$ cat config.mk
export PLATFORM = sky130hd
export DESIGN_NAME = bht_gshare_predictor
export DESIGN_NICKNAME = d
export VERILOG_FILES = /design/src/rtl/bht_gshare_predictor.sv
export SDC_FILE = /design/constraint.sdc
export NUM_CORES = 1
export LEC_CHECK = 0
export CORE_MARGIN = 2
export CORE_UTILIZATION = 50
export CTS_CLUSTER_DIAMETER = 80
export CTS_CLUSTER_SIZE = 12
export DETAILED_ROUTE_END_ITERATION = 10
export GPL_TIMING_DRIVEN = 0
export PLACE_DENSITY_LB_ADDON = 0.05
export SLEW_MARGIN = 10
export SYNTH_ARGS = -nofsm -noshare
export SYNTH_HDL_FRONTEND = slang
export SYNTH_SLANG_ARGS = --single-unit
$ cat constraint.sdc
create_clock -name clk -period 6.4 [get_ports clk]
set_input_delay 1.92 -clock clk [delete_from_list [all_inputs] [get_ports clk]]
set_output_delay 1.92 -clock clk [all_outputs]
set_load 0.05 [all_outputs]
$ cat src/rtl/bht_gshare_predictor.sv
// Branch history table of saturating counters, optionally gshare-indexed.
// Combinational IF-stage prediction, non-speculative MEM-stage training.
module bht_gshare_predictor #(
    parameter int ENTRIES   = 64,
    parameter int CTR_BITS  = 2,
    parameter int INDEX_LSB = 2,
    parameter int GSHARE    = 0,
    parameter int GHR_BITS  = 4,
    parameter int RESET_CTR = 2**(CTR_BITS-1)-1
) (
    input  logic                clk,
    input  logic                reset,
    input  logic [63:0]         pc_IF,
    output logic                branch_predict,
    output logic [GHR_BITS-1:0] ghr_IF,
    input  logic                update_valid_MEM,
    input  logic [63:0]         pc_MEM,
    input  logic [GHR_BITS-1:0] ghr_MEM,
    input  logic                branch_taken_MEM,
    input  logic                mispredict_MEM,
    output logic [31:0]         mispredict_count
);

    localparam int IDX_W = $clog2(ENTRIES);
    localparam logic [CTR_BITS-1:0] RST_V = CTR_BITS'(RESET_CTR);
    localparam logic [CTR_BITS-1:0] CTR_MAX = {CTR_BITS{1'b1}};

    logic [CTR_BITS-1:0] ctr_q [ENTRIES];
    logic [CTR_BITS-1:0] ctr_d [ENTRIES];
    logic [GHR_BITS-1:0] ghr_q, ghr_d, ghr_shift;
    logic [31:0]         cnt_q, cnt_d;

    logic [IDX_W-1:0] hist_if, hist_mem;
    logic [IDX_W-1:0] idx_if, idx_mem;
    logic [CTR_BITS-1:0] cur_mem;

    // History folded to index width: zero-extended or truncated
    if (GHR_BITS >= IDX_W) begin : g_hist_trunc
        assign hist_if  = ghr_q[IDX_W-1:0];
        assign hist_mem = ghr_MEM[IDX_W-1:0];
    end else begin : g_hist_ext
        assign hist_if  = {{(IDX_W-GHR_BITS){1'b0}}, ghr_q};
        assign hist_mem = {{(IDX_W-GHR_BITS){1'b0}}, ghr_MEM};
    end

    if (GHR_BITS == 1) begin : g_ghr1
        assign ghr_shift = branch_taken_MEM;
    end else begin : g_ghrn
        assign ghr_shift = {ghr_q[GHR_BITS-2:0], branch_taken_MEM};
    end

    // Read side uses live history, write side uses the fetch-time snapshot
    always_comb begin
        idx_if  = pc_IF[INDEX_LSB +: IDX_W];
        idx_mem = pc_MEM[INDEX_LSB +: IDX_W];
        if (GSHARE != 0) begin
            idx_if  = idx_if ^ hist_if;
            idx_mem = idx_mem ^ hist_mem;
        end
        cur_mem = ctr_q[idx_mem];
    end

    // Next state for table, history and mispredict counter
    always_comb begin
        ctr_d = ctr_q;
        ghr_d = ghr_q;
        cnt_d = cnt_q;
        if (update_valid_MEM) begin
            if (branch_taken_MEM) begin
                if (cur_mem != CTR_MAX) ctr_d[idx_mem] = cur_mem + 1'b1;
            end else begin
                if (cur_mem != '0) ctr_d[idx_mem] = cur_mem - 1'b1;
            end
            ghr_d = ghr_shift;
            if (mispredict_MEM && cnt_q != 32'hFFFF_FFFF) begin
                cnt_d = cnt_q + 32'd1;
            end
        end
    end

    // State registers; reset clears the whole table in one cycle
    always_ff @(posedge clk) begin
        if (reset) begin
            ctr_q <= '{default: RST_V};
            ghr_q <= '0;
            cnt_q <= '0;
        end else begin
            ctr_q <= ctr_d;
            ghr_q <= ghr_d;
            cnt_q <= cnt_d;
        end
    end

    assign branch_predict   = ctr_q[idx_if][CTR_BITS-1];
    assign ghr_IF           = ghr_q;
    assign mispredict_count = cnt_q;

endmodule

Word level (Yosys, flattened, before mapping)
Index checks and enable logic that the tools add are counted.
Storage, ports and cells
  bits in registers: 164
  bits of input ports: 137
  output and inout port bits: 37
  logic and storage cells: 96
Cells by class
  $add $sub $neg: 3
  $lt $le $gt $ge: 3
  equal/unequal tests: 3
  mux-type cells: 13
  bitwise operators: 2
  reductions and logical operators: 6
Operators with widths (number)
  two-way mux 128 bit: 3
  bitwise mux 128 bit: 2
  adder 32 x 1 -> 32 bit (second input constant): 1
  != test 32 bit (second input constant): 1
  binary-select mux 2 bit (select 6 bit): 2
  >= comparator 7 bit (second input constant): 2
  inverter 6 -> 7 bit: 2
  demux 2 bit (select 6 bit): 1
  two-way mux 2 bit: 5
  less-than comparator 7 x 1 -> 1 bit (second input constant): 1
  nonzero test 2 bit: 2
  AND reduction 3 bit: 1
  adder 2 x 1 -> 2 bit (second input constant): 1
  logical AND 1 bit: 2
  != test 2 x 1 -> 1 bit (second input constant): 1
  != test 2 bit (second input constant): 1
  AND reduction 2 bit: 1
  subtractor 2 x 1 -> 2 bit (second input constant): 1

Longest topological paths before layout
Gate-level depths: netlist of the first run.
  depth in word-level cells: 8
  mapped depth: 18

Worst setup path after synthesis of the first run
Ideal clock, no wire load.
  path kind: input -> output
  start point: in pc_IF[2]
  end point: out branch_predict
  data arrival time: 3.872 ns
  slack: 0.608 ns
  cell stages on the path: 7
  buffers on the path: 2
  path through: clkbuf_1 -> buf_2 -> mux4_2 -> mux2i_1 -> mux2i_1 -> o21ai_0 -> a21oi_1
Between the ends
  longest elaborated chain between the ends: 4
Ends and longest elaborated chain
  from (decl): RTL line 13  | input logic [63:0] pc_IF,
  inverter 6 -> 7 bit (implied by the code): RTL line 94  | assign branch_predict = ctr_q[idx_if][CTR_BITS-1];
  binary-select mux 2 bit (select 6 bit): RTL line 94
  two-way mux 2 bit (implied by the code) (2 in a row): RTL line 94
  to (decl): RTL line 14  | output logic branch_predict,
No other way between the ends. The select of a mux whose other input is x is not followed.

==> results.rst, run 1 <==
.. list-table::
   :header-rows: 1

   * - Metric
     - Value
   * - Std-Cell Rows
     - 47
   * - Setup repair after global routing missed its margin
     - yes
   * - Die Width
     - between 100 and 150 um
   * - Clock root buffer master
     - sky130_fd_sc_hd__clkbuf_16
   * - Leakage Power
     - 3.14 nW
   * - Number of port buffers
     - 42
   * - Critical Path RT
     - 6700 ps
   * - Placeable core area
     - ~16000 um^2
   * - Highest achievable clock rate
     - roughly 0.16 GHz
   * - Worst-case clock skew
     - approximately 9.5 ps
   * - Wire length per cell
     - ~22 um
   * - Number of flip-flops and latches in the synthesized netlist
     - about 160
   * - Clock-pin slew on the worst setup and hold paths
     - 60 ps
   * - Initial Util
     - about half
   * - Initial antenna violation count
     - 0
   * - Global routing usage summed across all routing layers
     - a little under a third
   * - Maxcap violations
     - 0
   * - Number of clock sinks seen by CTS
     - 164
   * - Critical path type
     - in -> reg
   * - Data arrival, critical path
     - ~6600 ps
   * - Via density
     - 6.32
   * - Utilization after layout
     - 58.9%
   * - Largest net degree at the start of global routing
     - 17
   * - Number of buffers on the longest clock path
     - 2
   * - Gp weighted congestion
     - 0.937
   * - VDD IR-drop max
     - between 0.0002 and 0.00025 V
   * - Period utilisation layout
     - a little over nine tenths
   * - Number of buffers added by the clock tree synthesis step
     - 17
   * - Fin. Hold Viols
     - 0
   * - Post-synthesis sequential area ratio
     - 39.2%
   * - DP Worst Slack
     - -415 ps
   * - Worst path setup slack after routing
     - roughly 140 ps
   * - Cell area power density
     - approximately 240 nW/um^2
   * - Synth Cell Area
     - 8370 um^2
   * - Post-Synthesis Net Count
     - 1125
   * - Count of synthesis-stage warnings from yosys
     - 0
   * - Mapped Cells
     - between 900 and 1000
   * - P&R area growth vs syn
     - 15.8%
   * - Die Y-Extent
     - around 130 um
   * - Type of the worst min-delay path
     - reg -> reg
   * - Routed wire length
     - between 20000 and 30000 um
   * - Total Power
     - between 2 and 2.5 mW
   * - Post-synthesis cell type with the largest combined area
     - sky130_fd_sc_hd__dfxtp_1
   * - CP Launch Type
     - primary input
   * - Final sum of negative setup slack
     - 0 ps
   * - Mean instance size in the synthesized netlist
     - approximately 8.5 um^2
   * - Clock network latency to the later pin of the worst-skew pair
     - 440 ps
   * - Via count of the routed design
     - approximately 8100
   * - Violation count after the first detailed-routing iteration
     - 1020
   * - Antenna fix cells
     - 0
   * - Slew Viols, Final
     - 0
   * - Overall die area
     - between 15000 and 20000 um^2
   * - Final Critical Period
     - between 6000 and 7000 ps
   * - Number of nets with antenna violations after routing
     - 0
   * - Initial DRT Pass Iterations
     - 7
   * - Final setup vio count
     - 0
   * - Post-synthesis async set-or-reset flop share
     - 0%
   * - Most common library cells after synthesis
     - sky130_fd_sc_hd__dfxtp_1, sky130_fd_sc_hd__nand2_1, sky130_fd_sc_hd__a21oi_1
   * - # hold bufs at CTS
     - 0
   * - IO Pins
     - about 170
   * - Max_slew headroom
     - about an eighth
   * - Worst Tran Pin Value
     - about 1300 ps
   * - Post-synth top flop
     - sky130_fd_sc_hd__dfxtp_1
   * - Layout net count
     - approximately 1200
   * - Most frequently used cell type in the post-synthesis netlist
     - sky130_fd_sc_hd__dfxtp_1
   * - TritonCTS clock tree
     - built
   * - Post-route DRC violation count
     - 0
   * - Highest net fanout along the worst path
     - 10
   * - Outcome
     - complete, no violations
   * - H-tree Lvls
     - 4
   * - Critical path capture point type
     - flop
   * - Number of global-route vias before repair
     - 7452
   * - Fraction of final layout cells sized beyond drive strength 1
     - approximately 9.0%
   * - Top-area cell type share of the netlist area
     - roughly two fifths
   * - Overall overflow remaining after global route
     - 0
   * - Post-detail-place hpwl
     - 18900 um
   * - Number of enable flip-flop cells after synthesis
     - 0
   * - Cell variety after synth
     - slightly above 60
   * - Most area-consuming cells after synthesis
     - sky130_fd_sc_hd__dfxtp_1, sky130_fd_sc_hd__mux4_2, sky130_fd_sc_hd__nand2_1, sky130_fd_sc_hd__a21oi_1, sky130_fd_sc_hd__nand3_1
   * - Wire length of the first global-routing pass
     - roughly 43000 um
worst max-delay path, stage by stage:
cell and delay, ps:
sky130_fd_sc_hd__buf_2 190, sky130_fd_sc_hd__buf_4 260, sky130_fd_sc_hd__buf_2 300, sky130_fd_sc_hd__buf_2 320, sky130_fd_sc_hd__a211oi_1 130, sky130_fd_sc_hd__o31a_1 280, sky130_fd_sc_hd__clkbuf_1 260, sky130_fd_sc_hd__or4_1 590
sky130_fd_sc_hd__ha_1 200, sky130_fd_sc_hd__mux2i_1 200, sky130_fd_sc_hd__clkbuf_1 320, sky130_fd_sc_hd__and4_1 230, sky130_fd_sc_hd__clkbuf_1 460, sky130_fd_sc_hd__clkbuf_2 460, sky130_fd_sc_hd__nand2_1 170, sky130_fd_sc_hd__nor2_1 170
sky130_fd_sc_hd__a22oi_1 70
area by class of cell:
type | count | area [um^2]
fill | 1518 | 6770
tap | 220 | 275
buffer | 87 | 377
sequential | 164 | 3280
timing repair buffer | 42 | 423
inverter | 9 | 33.8
clock buffer | 23 | 498
clock inverter | 9 | 118
multi-input combinational | 725 | 4690
through the flow:
step / hold slack (ps) / area, um^2 / instances
2_1_floorplan: 430 / 8370 / 985
3_3_place_gp: 444 / 9060 / 1247
3_5_place_dp: 451 / 9060 / 1247
4_1_cts: 460 / 9690 / 1279
5_1_grt: 488 / 9700 / 1279
6_report: 459 / 9700 / 1279
layer usage:
metal / routed length (um) / vias up / track usage (%)
li1: - / 3750 / -
met1: 11400 / 3818 / 41.8
met2: 12500 / 430 / 49.7
met3: 2670 / 84 / 7.50
met4: 1170 / 0 / 12.6
met5: 0 / - / 0
cells by family after synthesis:
kind of cell,count (synthesis),share of synthesized area (%)
and+or+nand+nor,367,21.0
muxes,81,14.2
DFF,164,39.2
AOI/OAI and AO/OA,261,19.0
adders and majority gates,3,0.449
buffers and inverters,96,4.75
xor gates and xnor gates,13,1.36
path summary, 6_finish.rpt:
path                   from  cells after the start  slack [ps]  endpoint
setup / recovery  pc_MEM[3]                     17         140      flop
hold / removal         flop                      2         460      flop
setup reg to reg  ctr_q[19]                     14        1770      flop
hold reg to reg        flop                      2         460      flop
cell usage in the layout (no fill, tap or decap), types with 4 or more instances in the layout:
cell type,netlist,final
sky130_fd_sc_hd__a211oi_1,7,7
sky130_fd_sc_hd__a21oi_1,98,98
sky130_fd_sc_hd__a221o_1,7,7
sky130_fd_sc_hd__a221oi_1,8,8
sky130_fd_sc_hd__a22oi_1,18,18
sky130_fd_sc_hd__a31oi_1,5,5
sky130_fd_sc_hd__and2_1,6,6
sky130_fd_sc_hd__and3_1,7,7
sky130_fd_sc_hd__and4_1,13,13
sky130_fd_sc_hd__buf_2,12,11
sky130_fd_sc_hd__clkbuf_1,70,65
sky130_fd_sc_hd__clkbuf_16,0,17
sky130_fd_sc_hd__clkbuf_2,0,5
sky130_fd_sc_hd__clkbuf_8,0,5
sky130_fd_sc_hd__clkdlybuf4s50_1,0,41
sky130_fd_sc_hd__dfxtp_1,164,164
sky130_fd_sc_hd__inv_1,7,7
sky130_fd_sc_hd__mux2_2,16,16
sky130_fd_sc_hd__mux2i_1,37,37
sky130_fd_sc_hd__mux4_1,4,4
sky130_fd_sc_hd__mux4_2,23,23
sky130_fd_sc_hd__nand2_1,136,136
sky130_fd_sc_hd__nand3_1,75,75
sky130_fd_sc_hd__nand4_1,13,13
sky130_fd_sc_hd__nor2_1,59,59
sky130_fd_sc_hd__nor2b_1,17,17
sky130_fd_sc_hd__nor3_1,6,6
sky130_fd_sc_hd__nor4_1,7,7
sky130_fd_sc_hd__o211ai_1,12,12
sky130_fd_sc_hd__o21ai_0,70,70
sky130_fd_sc_hd__o311ai_0,9,9
sky130_fd_sc_hd__o31ai_1,7,7
sky130_fd_sc_hd__or3_1,11,11
sky130_fd_sc_hd__or4_1,8,8
sky130_fd_sc_hd__xnor2_1,12,12
power breakdown:
group	leakage (nW)	internal (mW)	switching, mW
sequential	1.32	1.03	0.00441
clock	0.292	0.630	0.435
combinational	1.52	0.0577	0.177
total	3.14	1.71	0.617
timing repair:
action	CTS	global route
setup endpoints to repair	1	20
buffers inserted	0	0
gates resized for setup	4	9
Power figures use the tool's default switching activity.
==> inputs of run 2 (changes only) <==
CORE_MARGIN = 8   (was 2)
==> run 2 against run 1 <==
  * Clock power about the same
  * Worst hold slack better by 1.0 ps
  * Sequential cell count unchanged
  * Global-route usage fell by 5.2 points
  * Power fell by 0.83%
  * Critical path type unchanged
==> results.rst, run 2 (synthesis results as in run 1) <==
.. list-table::
   :header-rows: 1

   * - Metric
     - Value
   * - Outcome
     - complete, no violations
   * - Initial Util
     - 50.8% (unchanged)
   * - Via density
     - 6.33 (+0.23%)
   * - Clock root buffer master
     - sky130_fd_sc_hd__clkbuf_16
   * - Filler cells
     - 1535 (+1.1%)
   * - Leakage Power
     - 3.13 nW (-0.17%)
   * - Worst-case clock skew
     - 12.0 ps (+2.50 ps)
   * - Wire length of the first global-routing pass
     - 44000 um (+3.3%)
   * - Fraction of final layout cells sized beyond drive strength 1
     - 9.07% (+0.10 points)
   * - Utilization after layout
     - 58.7% (-0.15 points)
   * - Overall die area
     - 21100 um^2 (+19%)
   * - Violation count after the first detailed-routing iteration
     - 949 (-7.0%)
   * - Slew Viols, Final
     - 0 (unchanged)
   * - Overall overflow remaining after global route
     - 0 (unchanged)
   * - Setup Buffers After CTS
     - 0 (unchanged)
   * - Number of port buffers
     - 42 (unchanged)
   * - Data arrival, critical path
     - 6450 ps (-110 ps)
   * - Worst Tran Pin Value
     - 1070 ps (-241 ps)
   * - Detailed route wirelength on metal3
     - 2250 um (-16%)
   * - Std-Cell Rows
     - 47 (unchanged)
   * - Initial DRT Pass Iterations
     - 5 (-2)
   * - Die Y-Extent
     - 145 um (+9.0%)
   * - Gp weighted congestion
     - 0.949 (+1.3%)
   * - Type of the worst min-delay path
     - reg -> reg
   * - Post-CTS Resized
     - 4 (unchanged)
   * - CP Launch Type
     - primary input
   * - P&R area growth vs syn
     - 15.5%
   * - Placeable core area
     - 16500 um^2 (unchanged)
   * - Die Width
     - 145 um (+9.0%)
   * - IO Pins
     - 174 (unchanged)
   * - Hold path depth
     - 2 (unchanged)
   * - M1 wire length
     - 12200 um (+7.5%)
   * - VDD IR-drop max
     - 0.000195 V (-10%)
   * - Highest net fanout along the worst path
     - 10 (unchanged)
   * - Via count of the routed design
     - 8094 (+0.15%)
   * - Critical path capture point type
     - flop
   * - Most frequent cells in the layout
     - sky130_fd_sc_hd__dfxtp_1, sky130_fd_sc_hd__nand2_1, sky130_fd_sc_hd__a21oi_1
   * - Clock network latency to the later pin of the worst-skew pair
     - 440 ps (about the same)
   * - Number of nets with antenna violations after routing
     - 0 (unchanged)
   * - Number of buffers added by the clock tree synthesis step
     - 17 (unchanged)
   * - Period utilisation layout
     - 96.3% (-1.5 points)
   * - Critical Path RT
     - 6680 ps (-20 ps)
   * - Cell area power density
     - 239 nW/um^2 (-0.57%)
   * - Max_slew headroom
     - 28.7% (+17 points)
   * - Post-route DRC violation count
     - 0 (unchanged)
   * - Number of buffers on the longest clock path
     - 2 (unchanged)
   * - Number of clock sinks seen by CTS
     - 164 (unchanged)
   * - Number of cells traversed by the worst register-to-register path
     - 14 (unchanged)
   * - Number of global-route vias before repair
     - 7685 (+3.1%)
   * - TritonCTS clock tree
     - built
   * - Length of routed met2 wiring
     - 12700 um (+1.5%)
   * - Fin. Hold Viols
     - 0 (unchanged)
   * - # hold bufs at CTS
     - 0 (unchanged)
   * - Antenna fix cells
     - 0 (unchanged)
   * - Most common cell after layout, fill and taps aside
     - sky130_fd_sc_hd__dfxtp_1
   * - Setup repair after global routing missed its margin
     - no
   * - Final Critical Period
     - 6170 ps (-93.9 ps)
   * - DP Worst Slack
     - -439 ps (-23.3 ps)
   * - Worst path setup slack after routing
     - 234 ps (+93.9 ps)
   * - Global routing usage summed across all routing layers
     - 26.3% (-5.2 points)
   * - Routed wire length
     - 28300 um (+2.3%)
   * - Largest net degree at the start of global routing
     - 17 (unchanged)
   * - Post-detail-place hpwl
     - 19600 um (+3.3%)
   * - Highest routing layer actually used
     - met4
   * - Maxcap violations
     - 0 (unchanged)
   * - Layout net count
     - 1185 (-0.084%)
   * - Critical path type
     - in -> reg
   * - Final setup vio count
     - 0 (unchanged)
   * - Worst Hold Slack
     - 460 ps (+1.02 ps)
   * - Highest achievable clock rate
     - 0.162 GHz (+1.5%)
   * - Clock-pin slew on the worst setup and hold paths
     - 70 ps (about the same)
   * - H-tree Lvls
     - 4 (unchanged)
   * - Initial antenna violation count
     - 0 (unchanged)
   * - Wire length per cell
     - 22.1 um (+2.3%)
-- run 2: cell types whose count changed in the layout (fill, tap and decap cells not counted) --
cell / delta
sky130_fd_sc_hd__clkbuf_8: -3
sky130_fd_sc_hd__clkbuf_2: +2
sky130_fd_sc_hd__clkinv_2: +2
sky130_fd_sc_hd__clkbuf_1: -1
sky130_fd_sc_hd__clkbuf_4: -1
sky130_fd_sc_hd__xnor2_1: -1
sky130_fd_sc_hd__xnor2_2: +1
-- run 2: worst max-delay path, cell delays in order --
cell and delay [ps]:
sky130_fd_sc_hd__buf_2 200, sky130_fd_sc_hd__buf_4 270, sky130_fd_sc_hd__buf_2 310, sky130_fd_sc_hd__buf_2 320, sky130_fd_sc_hd__a211oi_1 110, sky130_fd_sc_hd__o31a_1 280
sky130_fd_sc_hd__clkbuf_1 260, sky130_fd_sc_hd__or4_1 590, sky130_fd_sc_hd__ha_1 200, sky130_fd_sc_hd__mux2i_1 200, sky130_fd_sc_hd__clkbuf_1 310, sky130_fd_sc_hd__and4_1 230
sky130_fd_sc_hd__clkbuf_1 440, sky130_fd_sc_hd__clkbuf_2 420, sky130_fd_sc_hd__nand2_1 180, sky130_fd_sc_hd__nand2_1 110, sky130_fd_sc_hd__o211ai_1 80
-- run 2: path summary, 6_finish.rpt --
check | startpoint | end | slack [ps]
max | pc_MEM[3] | flop | 230
min | flop | flop | 460
max reg2reg | ctr_q[89] | flop | 1870
min reg2reg | flop | flop | 460
-- run 2: routing by layer --
layer  global-route usage, %  up-vias
met5                       0        -
met4                    13.1        0
met3                    5.10       79
met2                    41.1      373
met1                    34.2     3891
li1                        -     3751
-- run 2: layout make-up --
type / instances / area, um^2 / area share [%]
repair buffers: 42 / 423 / 4.37
well taps: 220 / 275 / 2.85
flip-flops and latches: 164 / 3280 / 34.0
multi-input cells: 725 / 4700 / 48.6
inverters: 9 / 33.8 / 0.349
clock inverters: 11 / 128 / 1.32
clock buffers: 21 / 460 / 4.76
plain buffers: 86 / 372 / 3.84
-- run 2: where the power goes --
part | internal (mW) | switching, mW
clock | 0.597 | 0.447
combinational | 0.0586 | 0.177
sequential | 1.03 | 0.00441
-- run 2: stage by stage --
stage	instance area, um^2	total power [mW]	std cells	setup TNS, ps
2_1_floorplan	8370	1.20	985	0
3_5_place_dp	9060	1.28	1247	-5740
3_3_place_gp	9060	1.28	1247	-5690
4_1_cts	9660	2.30	1279	0
6_report	9670	2.31	1278	0
5_1_grt	9670	2.36	1278	0
==> inputs of run 3 (changes only) <==
SETUP_SLACK_MARGIN = 0.4   (was not set)
clock period = 6.75 ns   (was 6.4 ns; I/O delays follow)
==> run 3 against run 2 <==
  * Combinational power decreased by 6%
  * Non-clock buffer count increased by 1
  * Die area unchanged
  * Clock skew about the same
  * Routed wire length decreased by 0.25%
  * Global-route usage unchanged
  * Design area about the same
  * Critical path type unchanged
  * Highest routed layer unchanged
==> results.rst, run 3 (synthesis results as in run 1) <==
.. list-table::
   :header-rows: 1

   * - Metric
     - Value
   * - CP Launch Type
     - primary input
   * - Setup repair after global routing missed its margin
     - no
   * - Fin. Hold Viols
     - 0 (unchanged)
   * - Die Width
     - 145 um (unchanged)
   * - TritonCTS clock tree
     - built
   * - Routed wire length
     - 28200 um (-0.25%)
   * - Period utilisation layout
     - 92.0%
   * - Critical path capture point type
     - flop
   * - Cell-by-cell trace of the critical path
     - buf_2 -> buf_4 -> buf_2 -> buf_2 -> a211oi_1 -> o31a_1 -> clkbuf_1 -> or4_1 -> ha_1 -> mux2i_1 -> and4_1 -> clkbuf_1 -> clkbuf_1 -> nand2_1 -> nor2_1 -> a22oi_1
   * - Highest achievable clock rate
     - 0.161 GHz
   * - Initial Util
     - 50.8% (unchanged)
   * - Leakage Power
     - 3.13 nW (about the same)
   * - M3 GR Usage
     - 5.10% (unchanged)
   * - Worst-case clock skew
     - 12.0 ps (+0.00980 ps)
   * - Final sum of negative setup slack
     - 0 ps (unchanged)
   * - H-tree Lvls
     - 4 (unchanged)
   * - Slowest cell on the critical path
     - sky130_fd_sc_hd__clkbuf_1
   * - Overall die area
     - 21100 um^2 (unchanged)
   * - Clock network latency to the later pin of the worst-skew pair
     - 430 ps (about the same)
   * - Slack of the worst reg-to-reg path
     - 2290 ps (+420 ps)
   * - Gp weighted congestion
     - 0.949 (unchanged)
   * - Number of buffers added by the clock tree synthesis step
     - 17 (unchanged)
   * - Highest net fanout along the worst path
     - 10 (unchanged)
   * - Critical Path RT
     - 7040 ps (+360 ps)
   * - P&R area growth vs syn
     - 15.6% (about the same)
   * - Clock-pin slew on the worst setup and hold paths
     - 70 ps (about the same)
   * - Worst Hold Slack
     - 458 ps (-2.03 ps)
   * - Critical path type
     - in -> reg
   * - Final Critical Period
     - approximately 6200 ps
   * - Cell area power density
     - 226 nW/um^2 (-5.4%)
   * - Final setup vio count
     - 0 (unchanged)
   * - Std-Cell Rows
     - 47 (unchanged)
   * - Number of nets with antenna violations after routing
     - 0 (unchanged)
   * - Post-detail-place hpwl
     - 19600 um (unchanged)
   * - Utilization after layout
     - 58.8% (about the same)
   * - Number of global-route vias before repair
     - 7685 (unchanged)
   * - Outcome
     - complete, no violations
   * - Layout net count
     - 1186 (+0.084%)
   * - Met2 GRT Util
     - 41.1% (unchanged)
   * - Post-route DRC violation count
     - 0 (unchanged)
   * - Largest stage delay on the critical path
     - 680 ps (+90 ps)
   * - Type of the worst min-delay path
     - reg -> reg
   * - Wire length per cell
     - 22.1 um (-0.33%)
   * - Via density
     - 6.32 (-0.16%)
   * - Hold path depth
     - 2 (unchanged)
   * - Number of standard cells in the final layout excluding fillers
     - 1279 (+0.078%)
   * - Worst Tran Pin Value
     - 1130 ps (+59.1 ps)
   * - Most common cell after layout, fill and taps aside
     - sky130_fd_sc_hd__dfxtp_1
   * - Data arrival, critical path
     - 6500 ps (+50 ps)
   * - Die Y-Extent
     - 145 um (unchanged)
   * - Number of cells traversed by the worst register-to-register path
     - 13 (-1)
   * - Slew Viols, Final
     - 0 (unchanged)
   * - Placeable core area
     - 16500 um^2 (unchanged)
   * - VDD IR-drop max
     - 0.000182 V (-6.6%)
   * - Via count of the routed design
     - 8087 (-0.086%)
   * - Maxcap violations
     - 0 (unchanged)
   * - Most crowded layer after global routing
     - met2
   * - Total placed cells including tap cells
     - 1247 (unchanged)
   * - Number of clock sinks seen by CTS
     - 164 (unchanged)
   * - Initial DRT Pass Iterations
     - 5 (unchanged)
   * - Fraction of final layout cells sized beyond drive strength 1
     - 9.35% (+0.27 points)
   * - Reg2Reg Launch Point
     - ctr_q[89]
   * - Violation count after the first detailed-routing iteration
     - 846 (-11%)
   * - Global routing usage summed across all routing layers
     - 26.3% (unchanged)
   * - M1 GR Usage
     - 34.2% (unchanged)
   * - Largest net degree at the start of global routing
     - 17 (unchanged)
   * - IO Pins
     - 174 (unchanged)
   * - Wire length of the first global-routing pass
     - 44000 um (unchanged)
   * - Max_slew headroom
     - 24.8% (-3.9 points)
   * - Clock root buffer master
     - sky130_fd_sc_hd__clkbuf_16
   * - Number of buffers on the longest clock path
     - 2 (unchanged)
   * - Number of port buffers
     - 42 (unchanged)
   * - Most frequent cells in the layout
     - sky130_fd_sc_hd__dfxtp_1, sky130_fd_sc_hd__nand2_1, sky130_fd_sc_hd__a21oi_1
   * - Antenna fix cells
     - 0 (unchanged)
   * - Initial antenna violation count
     - 0 (unchanged)
   * - Overall overflow remaining after global route
     - 0 (unchanged)
## run 3: cell types whose count changed in the layout (fill, tap and decap cells not counted)
cell / change
sky130_fd_sc_hd__dlygate4sd2_1: +1
sky130_fd_sc_hd__dlymetal6s2s_1: -1
sky130_fd_sc_hd__clkbuf_1: -2
sky130_fd_sc_hd__buf_4: -1
sky130_fd_sc_hd__buf_6: +1
sky130_fd_sc_hd__clkbuf_2: +3
## run 3: what timing repair did
| action | 4_1_cts | 5_1_grt |
|---|---|---|
| hold buffers | 0 | 0 |
| resized for setup | 7 | 11 |
| pin swaps | 0 | 0 |
| endpoints found under the setup margin | 12 | 28 |
| setup buffers | 0 | 0 |
## run 3: area by class of cell
type | instances | area (um^2)
plain buffers | 87 | 383
clock inverters | 11 | 128
clock buffers | 21 | 460
repair buffers | 42 | 419
flip-flops and latches | 164 | 3280
multi-input cells | 725 | 4700
well taps | 220 | 275
fillers | 1535 | 6790
inverters | 9 | 33.8
## run 3: where the power goes
| part | switching, mW | total, mW | internal, mW |
|---|---|---|---|
| Combinational | 0.168 | 0.223 | 0.0557 |
| Sequential | 0.00418 | 0.977 | 0.973 |
| Clock | 0.421 | 0.988 | 0.567 |
## run 3: how the worst max path moves through the flow
stage,to,start,slack (ps),cells past startpoint
after floorplan,branch_predict,pc_IF[2],750,7
after detailed placement,flop,pc_MEM[4],-190,17
after global routing,flop,pc_MEM[3],410,16
after global placement,branch_predict,pc_IF[2],-200,8
final,flop,pc_MEM[3],540,16
after CTS,flop,pc_MEM[4],500,17
## run 3: critical path: cells and delay by family
kind                       cells  cell delay [ps]
buffers and inverters          7             2400
and+or+nand+nor                4             1170
AOI/OAI and AO/OA              3              470
adders and majority gates      1              200
muxes                          1              200
## run 3: per-layer routing
layer / share of wire, % / vias to the layer above
met3: 8.2 / 80
met4: 4.1 / 0
met2: 45 / 396
li1: - / 3757
met5: 0 / -
met1: 43 / 3854
## run 3: metrics by stage
| stage | setup WS [ps] | instance area [um^2] | total power, mW |
|---|---|---|---|
| 2_1_floorplan | 748 | 8370 | 1.13 |
| 3_3_place_gp | -200 | 9060 | 1.21 |
| 3_5_place_dp | -194 | 9060 | 1.21 |
| 4_1_cts | 502 | 9660 | 2.18 |
| 5_1_grt | 411 | 9680 | 2.24 |
| 6_report | 539 | 9680 | 2.19 |
